`src/rtl/fv_bank_loader.sv`:
```
`default_nettype none
// ============================================================================
//  Module      : fv_bank_loader
//  Description : Streams words into NUM_BANKS SRAM banks of DEPTH entries
//                each, in bank-major order. A three-state FSM (IDLE/LOAD/DONE)
//                accepts a valid/ready stream and issues registered one-hot
//                bank writes one cycle after each accepted word.
//                Optional feature macro: FV_LOADER_CHECKSUM_EN
//                  defined   -> running XOR checksum of accepted words
//                  undefined -> checksum output tied to zero
//  Revision    : 1.0  initial release
// ============================================================================
module fv_bank_loader #(
    parameter int DATA_W    = 16,
    parameter int DEPTH     = 1024,
    parameter int NUM_BANKS = 4
) (
    input  logic                                          clk,
    input  logic                                          reset,
    input  logic                                          start,
    input  logic [$clog2(NUM_BANKS)+$clog2(DEPTH)-1:0]    num_words,
    input  logic                                          abort,
    input  logic                                          in_valid,
    input  logic [DATA_W-1:0]                             in_data,
    output logic                                          in_ready,
    output logic [NUM_BANKS-1:0]                          wr_en,
    output logic [$clog2(DEPTH)-1:0]                      wr_addr,
    output logic [DATA_W-1:0]                             wr_data,
    output logic                                          busy,
    output logic                                          done,
    output logic [DATA_W-1:0]                             checksum
);

    localparam int c_aw = $clog2(DEPTH);
    localparam int c_bw = $clog2(NUM_BANKS);
    // One extra bit so a full NUM_BANKS*DEPTH load can be counted without wrap
    localparam int c_cw = c_aw + c_bw + 1;

    localparam logic [c_cw-1:0] c_full = c_cw'(NUM_BANKS * DEPTH);
    localparam logic [c_cw-1:0] c_one  = c_cw'(1);

    typedef enum logic [1:0] {
        S_IDLE = 2'd0,
        S_LOAD = 2'd1,
        S_DONE = 2'd2
    } state_t;

    state_t                 r_state;
    logic [c_cw-1:0]        r_count;
    logic [c_cw-1:0]        r_target;
    logic                   r_in_ready;
    logic                   r_busy;
    logic                   r_done;
    logic [NUM_BANKS-1:0]   r_wr_en;
    logic [c_aw-1:0]        r_wr_addr;
    logic [DATA_W-1:0]      r_wr_data;

    logic [c_cw-1:0]        w_target;
    logic [c_cw-1:0]        w_next_count;
    logic                   w_accept;
    logic [NUM_BANKS-1:0]   w_bank_sel;

    // Zero requests a load of every entry in every bank
    assign w_target     = (num_words == '0) ? c_full : {1'b0, num_words};
    assign w_next_count = r_count + c_one;
    // Abort blocks the handshake even though in_ready is high
    assign w_accept     = (r_state == S_LOAD) && in_valid && !abort;
    assign w_bank_sel   = NUM_BANKS'(1) << r_count[c_aw +: c_bw];

    // Control FSM with registered handshake, status and write-port outputs
    always_ff @(posedge clk or negedge reset) begin
        if (!reset) begin
            r_state    <= S_IDLE;
            r_count    <= '0;
            r_target   <= '0;
            r_in_ready <= 1'b0;
            r_busy     <= 1'b0;
            r_done     <= 1'b0;
            r_wr_en    <= '0;
            r_wr_addr  <= '0;
            r_wr_data  <= '0;
        end else begin
            r_wr_en <= '0;
            case (r_state)
                S_IDLE: begin
                    // Start takes precedence over a coincident abort here
                    if (start) begin
                        r_state    <= S_LOAD;
                        r_count    <= '0;
                        r_target   <= w_target;
                        r_in_ready <= 1'b1;
                        r_busy     <= 1'b1;
                    end
                end
                S_LOAD: begin
                    if (abort) begin
                        r_state    <= S_DONE;
                        r_in_ready <= 1'b0;
                        r_busy     <= 1'b0;
                        r_done     <= 1'b1;
                    end else if (w_accept) begin
                        r_count   <= w_next_count;
                        r_wr_en   <= w_bank_sel;
                        r_wr_addr <= r_count[c_aw-1:0];
                        r_wr_data <= in_data;
                        // Last word: its write lands in the DONE cycle
                        if (w_next_count == r_target) begin
                            r_state    <= S_DONE;
                            r_in_ready <= 1'b0;
                            r_busy     <= 1'b0;
                            r_done     <= 1'b1;
                        end
                    end
                end
                S_DONE: begin
                    r_state <= S_IDLE;
                    r_done  <= 1'b0;
                end
                default: begin
                    r_state    <= S_IDLE;
                    r_in_ready <= 1'b0;
                    r_busy     <= 1'b0;
                    r_done     <= 1'b0;
                end
            endcase
        end
    end

`ifdef FV_LOADER_CHECKSUM_EN
    logic [DATA_W-1:0] r_checksum;

    // Running XOR of accepted words; holds after DONE until the next start
    always_ff @(posedge clk or negedge reset) begin
        if (!reset) begin
            r_checksum <= '0;
        end else if ((r_state == S_IDLE) && start) begin
            r_checksum <= '0;
        end else if (w_accept) begin
            r_checksum <= r_checksum ^ in_data;
        end
    end

    assign checksum = r_checksum;
`else
    assign checksum = '0;
`endif

    assign in_ready = r_in_ready;
    assign busy     = r_busy;
    assign done     = r_done;
    assign wr_en    = r_wr_en;
    assign wr_addr  = r_wr_addr;
    assign wr_data  = r_wr_data;

endmodule
`default_nettype wire

```
`config.mk`:
```
export PLATFORM = sky130hd
export DESIGN_NAME = fv_bank_loader
export DESIGN_NICKNAME = d
export VERILOG_FILES = /design/src/rtl/fv_bank_loader.sv
export SDC_FILE = /design/constraint.sdc
export NUM_CORES = 1
export LEC_CHECK = 0
export CORE_MARGIN = 4
export CORE_UTILIZATION = 35
export DETAILED_ROUTE_END_ITERATION = 12
export MAX_ROUTING_LAYER = met4
export SLEW_MARGIN = 20
export SYNTH_ARGS = -nofsm -noshare
export SYNTH_HDL_FRONTEND = slang
export SYNTH_SLANG_ARGS = --single-unit
```
`constraint.sdc`:
```
create_clock -name clk -period 4.6 [get_ports clk]
set_input_delay 0.92 -clock clk [delete_from_list [all_inputs] [get_ports clk]]
set_output_delay 0.92 -clock clk [all_outputs]
set_load 0.02 [all_outputs]
```
# After elaboration in Yosys (flattened, before gate mapping)
# Index checks and enable logic that the tools add are counted.
# Widths: inputs -> output; s select.
[totals]
reg_bits = 60
inputBits = 33
[op_classes]
n_addsub = 1
eq_ne = 8
n_shift = 1
n_mux = 22
bitwise = 3
n_reduce_logical = 12
[ops]
columns = ["cell", "count"]
rows = [
  ["$mux 13", 4],
  ["$pmux 13 s2", 1],
  ["$add 13x1->13 const B", 1],
  ["$eq 13x13->1", 1],
  ["$logic_not 12->1", 1],
  ["$mux 4", 3],
  ["$reduce_and 3->1", 3],
  ["$mux 2", 4],
  ["$reduce_and 4->1", 2],
  ["$mux 1", 7],
  ["$ne 2x2->1 const B", 3],
  ["$pmux 2 s2", 1],
  ["$shl 1x2->4 const A", 1],
  ["$ne 3x2->1 const B", 1],
  ["$ne 3x3->1 const B", 1],
  ["$not 1->1", 3],
  ["$pmux 1 s3", 1],
  ["$eq 2x1->1 const B", 1],
  ["$eq 2x2->1 const B", 1],
  ["$logic_and 1x1->1", 2],
  ["$logic_not 2->1", 1],
  ["$pmux 1 s2", 1],
  ["$reduce_and 2->1", 1],
  ["$reduce_bool 2->1", 1],
  ["$logic_not 1->1", 1],
]

# Logic depth before layout (Yosys ltp)
[logic_depth]
word_depth = 6
ltp_mapped = 9
depth_no_buf = 7

# Worst setup path after synthesis
# OpenSTA, ideal clock, no wires.
[synth_timing]
path_type = "register to register"
startpoint = "register r_count[0]"
endpoint = "register r_busy, in the netlist busy"
setup_ps = 124
arrival_time_ps = 2173
required_time_ps = 4476
path_slack_ps = 2303
stages_incl_launch_ff = 9
n_path_buf = 1
period_less_slack_ps = 2297
path_cell_list = "dfrtp_1 -> ha_1 -> buf_2 -> nand4_4 -> or3_1 -> a32oi_1 -> o2111ai_1 -> or3_4 -> o31a_1"
[synth_between]
elab_chain_len = 4
[synth_lines]
columns = ["item", "line", "text"]
rows = [
  ["start: declaration", "49", "logic [c_cw-1:0] r_count;"],
  ["start signal: assignment", "102", "r_count <= w_next_count;"],
  ["$add 13x1->13", "65", "assign w_next_count = r_count + c_one;"],
  ["$eq 13x13->1", "107", "if (w_next_count == r_target) begin"],
  ["$ne 3x2->1 (no line)", "-", ""],
  ["$reduce_and 4->1 (no line)", "-", ""],
  ["end signal: assignment", "77", "r_busy <= 1'b0;"],
  ["end signal: assignment", "110", "r_busy <= 1'b0;"],
  ["end signal: assignment", "122", "r_busy <= 1'b0;"],
  ["end: declaration", "52", "logic r_busy;"],
]
# Every way passes these cells.
# A chain may end at the register's enable or synchronous reset.

# Worst setup path in the final report
[layout_timing]
startpoint = "input port abort"
endpoint = "register r_count[12]"
[layout_between]
elab_chain_len = 4
word_cells_on_any_way = 5
cone_classes = "eq/ne: 2; reduce/logical: 3"
[layout_lines]
columns = ["item", "line", "text"]
rows = [
  ["start: declaration", "22", "input logic abort,"],
  ["$logic_not 1->1", "67", "assign w_accept = (r_state == S_LOAD) && in_valid && !abort;"],
  ["$logic_and 1x1->1", "67", ""],
  ["$ne 2x2->1 (no line)", "-", ""],
  ["$reduce_and 4->1 (no line) (*)", "-", ""],
]
# Every way passes the cells marked *; elsewhere a longest branch is shown, timed or not.

==> reports/results.txt <==
Synth cell types: 59
Mean Syn Cell Area: 8.77 um^2
Crit-path max FO: 45
Static leakage: 1.83 nW
Reg power frac: 37.5%
Hold Buf Count CTS: 0
Drt pass-1 iters: 4
Flops & latches, synth: 60
Sw Ratio: 34.3%
Remaining DRCs: 0
Share of layout cells above drive strength 1: 8.45%
Post-cts repair resize count: 0
Via count: 2507
DRT antenna net count: 0
Die Footprint: 10500 um^2
Worst Setup End Kind: register
Endpoints failing setup: 0
Final period util: 58.9%
Worst reg2reg path depth: 7
Syn Inst Count: 355
# rows: 34
Worst setup startpoint: abort
First-pass GRT wire length: 11300 um
Clock buffer depth: 2
Core Region: 8680 um^2
Synthesized area: 3110 um^2
Die X: 102 um
H-Tree Depth: 3
Final Hold Vio Count: 0
Vias per cell: 4.80
Root Driver: clkbuf_8
Ports: 82
Flop-to-flop setup slack: 1.95 ns
Post-layout nets: 443
Finished Cell Area: 3980 um^2
Routability congestion estimate: 0.870
Grt ovf: 0
Setup Fix Bufs, Post-CTS: 0
Drt initial violations: 81
Yosys warning total: 0
Power Density: 524 nW/um^2
Setup TNS: 0 ns
Clock-pin slew on the worst setup and hold paths: 0.07 ns
Setup CP Type: in -> reg
All-Layer GR Usage: 14.3%
Asr flop ratio synth: 100%
Sequential-to-total area share from yosys stat: 48.2%
Critical path startpoint category: input port
Synth Flop Type: dfrtp_1
Outcome: finished clean
Antenna violations before repair: 0
Worst Clk Skew: 0.00631 ns
Peak VDD IR: 0.253 mV
RSZ-0062 raised after global routing: false
Clk network pwr share: 28.1%
Final WL: 6860 um
Comb pwr share: 34.3%
Slew HR: 40.1%
Largest net degree at the start of global routing: 61
Max Freq: 369 MHz
Internal power: 1.37 mW
Clk sinks: 60
HPWL after DPL: 4850 um
N_diodes: 0
CTS Buf Count: 9
IO Port Bufs: 65
Die H: 102 um
Max-cap violations: 0
Post-route minimum period: 2.71 ns
Cell Area, Placed: 3730 um^2
RR Endpoint: busy$_DFFE_PN0P_
Final hold slack: 0.474 ns
Layout Area Growth over Synthesis: 27.8%
Critical path data arrival time: 2.94 ns
Initial Util: 35.9%
Max Slew Vio Count: 0
CP Capture Point: r_count[12]$_DFFE_PN0P_
Hold Crit Class: reg -> reg
RR Startpoint: r_count[0]$_DFFE_PN0P_
Vias in the first global route: 2331
Post-synth EDFFs: 0
Clk_lat worst skew: 0.35 ns
CP Data Required Time: 4.84 ns
Least-Margin Pin Slew: 0.897 ns
Sw power: 0.716 mW
Routed wire per std cell: 13.1 um
CTS tree: done
-- kinds of logic (layout without fill, tap and decap cells) --
kind of cell    after synthesis  in the layout  synth area share (%)
simple gates                185            185                  28.2
flops                        60             60                  48.2
compound gates               47             47                  9.84
buf+inv                      44             88                  8.24
xor+xnor                     13             13                  3.66
mux                           4              4                  1.37
fa+ha+maj                     1              1                 0.402
other cells                   1             16                 0.120
-- sequential cells by signal, summed over array words and instances, names as in the netlist --
name,cells
r_state,2
done,1
wr_addr,10
r_count,13
r_target,13
busy,1
wr_en,4
wr_data,16
-- metal layers --
metal  global-route usage [%]  vias to the layer above  part of all wire (%)
met5                        -                        -                     0
met4                     6.66                        0                   2.3
met3                     2.94                       12                   5.0
met2                     21.2                       64                    46
met1                     18.9                     1160                    47
li1                         -                     1271                     -
-- power groups by stage --
stage	Clock [mW]	Sequential, mW	Combinational [mW]
floorplan	0	0.884	0.345
global placement	0	0.793	0.710
detailed placement	0	0.796	0.726
CTS	0.604	0.786	0.728
global route	0.621	0.808	0.794
finish	0.587	0.783	0.717
-- critical path: stages --
cell             delay (ns)
clkdlybuf4s50_1        0.42
nor2_1                 0.27
nand3_2                0.74
o41ai_1                0.57
-- placed cells by master (no fill, tap or decap), drive strengths merged, types with 4 or more instances in the layout --
| cell type | count |
|---|---|
| inv | 6 |
| nand2 | 127 |
| xnor2 | 10 |
| nor2 | 14 |
| dfrtp | 60 |
| clkbuf | 9 |
| nor4 | 6 |
| and2 | 5 |
| conb | 16 |
| clkdlybuf4s50 | 64 |
| nand4 | 4 |
| nand3 | 11 |
| o21ai | 23 |
-- how the worst min path moves through the flow --
stage,depth (start not counted),slack [ns],from,to
final,2,0.47,wr_addr[4]$_DFFE_PN0P_,wr_addr[4]$_DFFE_PN0P_
after detailed placement,2,0.46,wr_addr[5]$_DFFE_PN0P_,wr_addr[5]$_DFFE_PN0P_
after global routing,2,0.50,wr_addr[3]$_DFFE_PN0P_,wr_addr[3]$_DFFE_PN0P_
after floorplan,2,0.47,r_target[0]$_DFFE_PN0P_,r_target[0]$_DFFE_PN0P_
after CTS,2,0.48,wr_addr[5]$_DFFE_PN0P_,wr_addr[5]$_DFFE_PN0P_
after global placement,2,0.46,wr_data[15]$_DFFE_PN0P_,wr_data[15]$_DFFE_PN0P_
-- synthesized netlist by cell type, types with 2 or more instances --
cell type / n / area, um^2
buf_4: 19 / 143
o31ai_1: 3 / 22.5
nand2_1: 126 / 473
mux2_2: 2 / 22.5
nor3b_1: 2 / 15.0
nor4_1: 4 / 25.0
clkbuf_1: 14 / 52.6
a31oi_1: 2 / 12.5
mux2i_1: 2 / 20.0
nor2_1: 13 / 48.8
nor3_1: 2 / 10.0
nand4_1: 3 / 18.8
a21oi_1: 3 / 15.0
buf_2: 3 / 15.0
xor2_1: 3 / 26.3
or3_1: 2 / 12.5
o2111ai_1: 2 / 17.5
o41ai_1: 2 / 17.5
nor4_2: 2 / 25.0
dfrtp_1: 60 / 1500
o21ai_0: 22 / 110
buf_6: 2 / 22.5
nand3_1: 9 / 45.0
and2_1: 5 / 31.3
inv_1: 5 / 18.8
xnor2_1: 10 / 87.6
-- area by class of cell --
cell class / count / area (um^2)
sequential: 60 / 1500
fill: 884 / 4700
multi-input combinational: 266 / 1420
inverter: 5 / 18.8
timing repair buffer: 67 / 661
clock buffer: 9 / 124
clock inverter: 7 / 124
tap: 108 / 135
-- metrics by stage --
| step | util, % | worst slack [ns] | total power [mW] | instances |
|---|---|---|---|---|
| after global placement | 43.0 | 1.60 | 1.50 | 506 |
| after global routing | 45.9 | 1.70 | 2.22 | 522 |
| after floorplan | - | 2.30 | 1.23 | 370 |
| after detailed placement | 43.0 | 1.54 | 1.52 | 506 |
| after CTS | 45.9 | 1.90 | 2.12 | 522 |
| final | 45.9 | 1.89 | 2.09 | 522 |
Note: power is estimated with default switching activity, not from simulation.
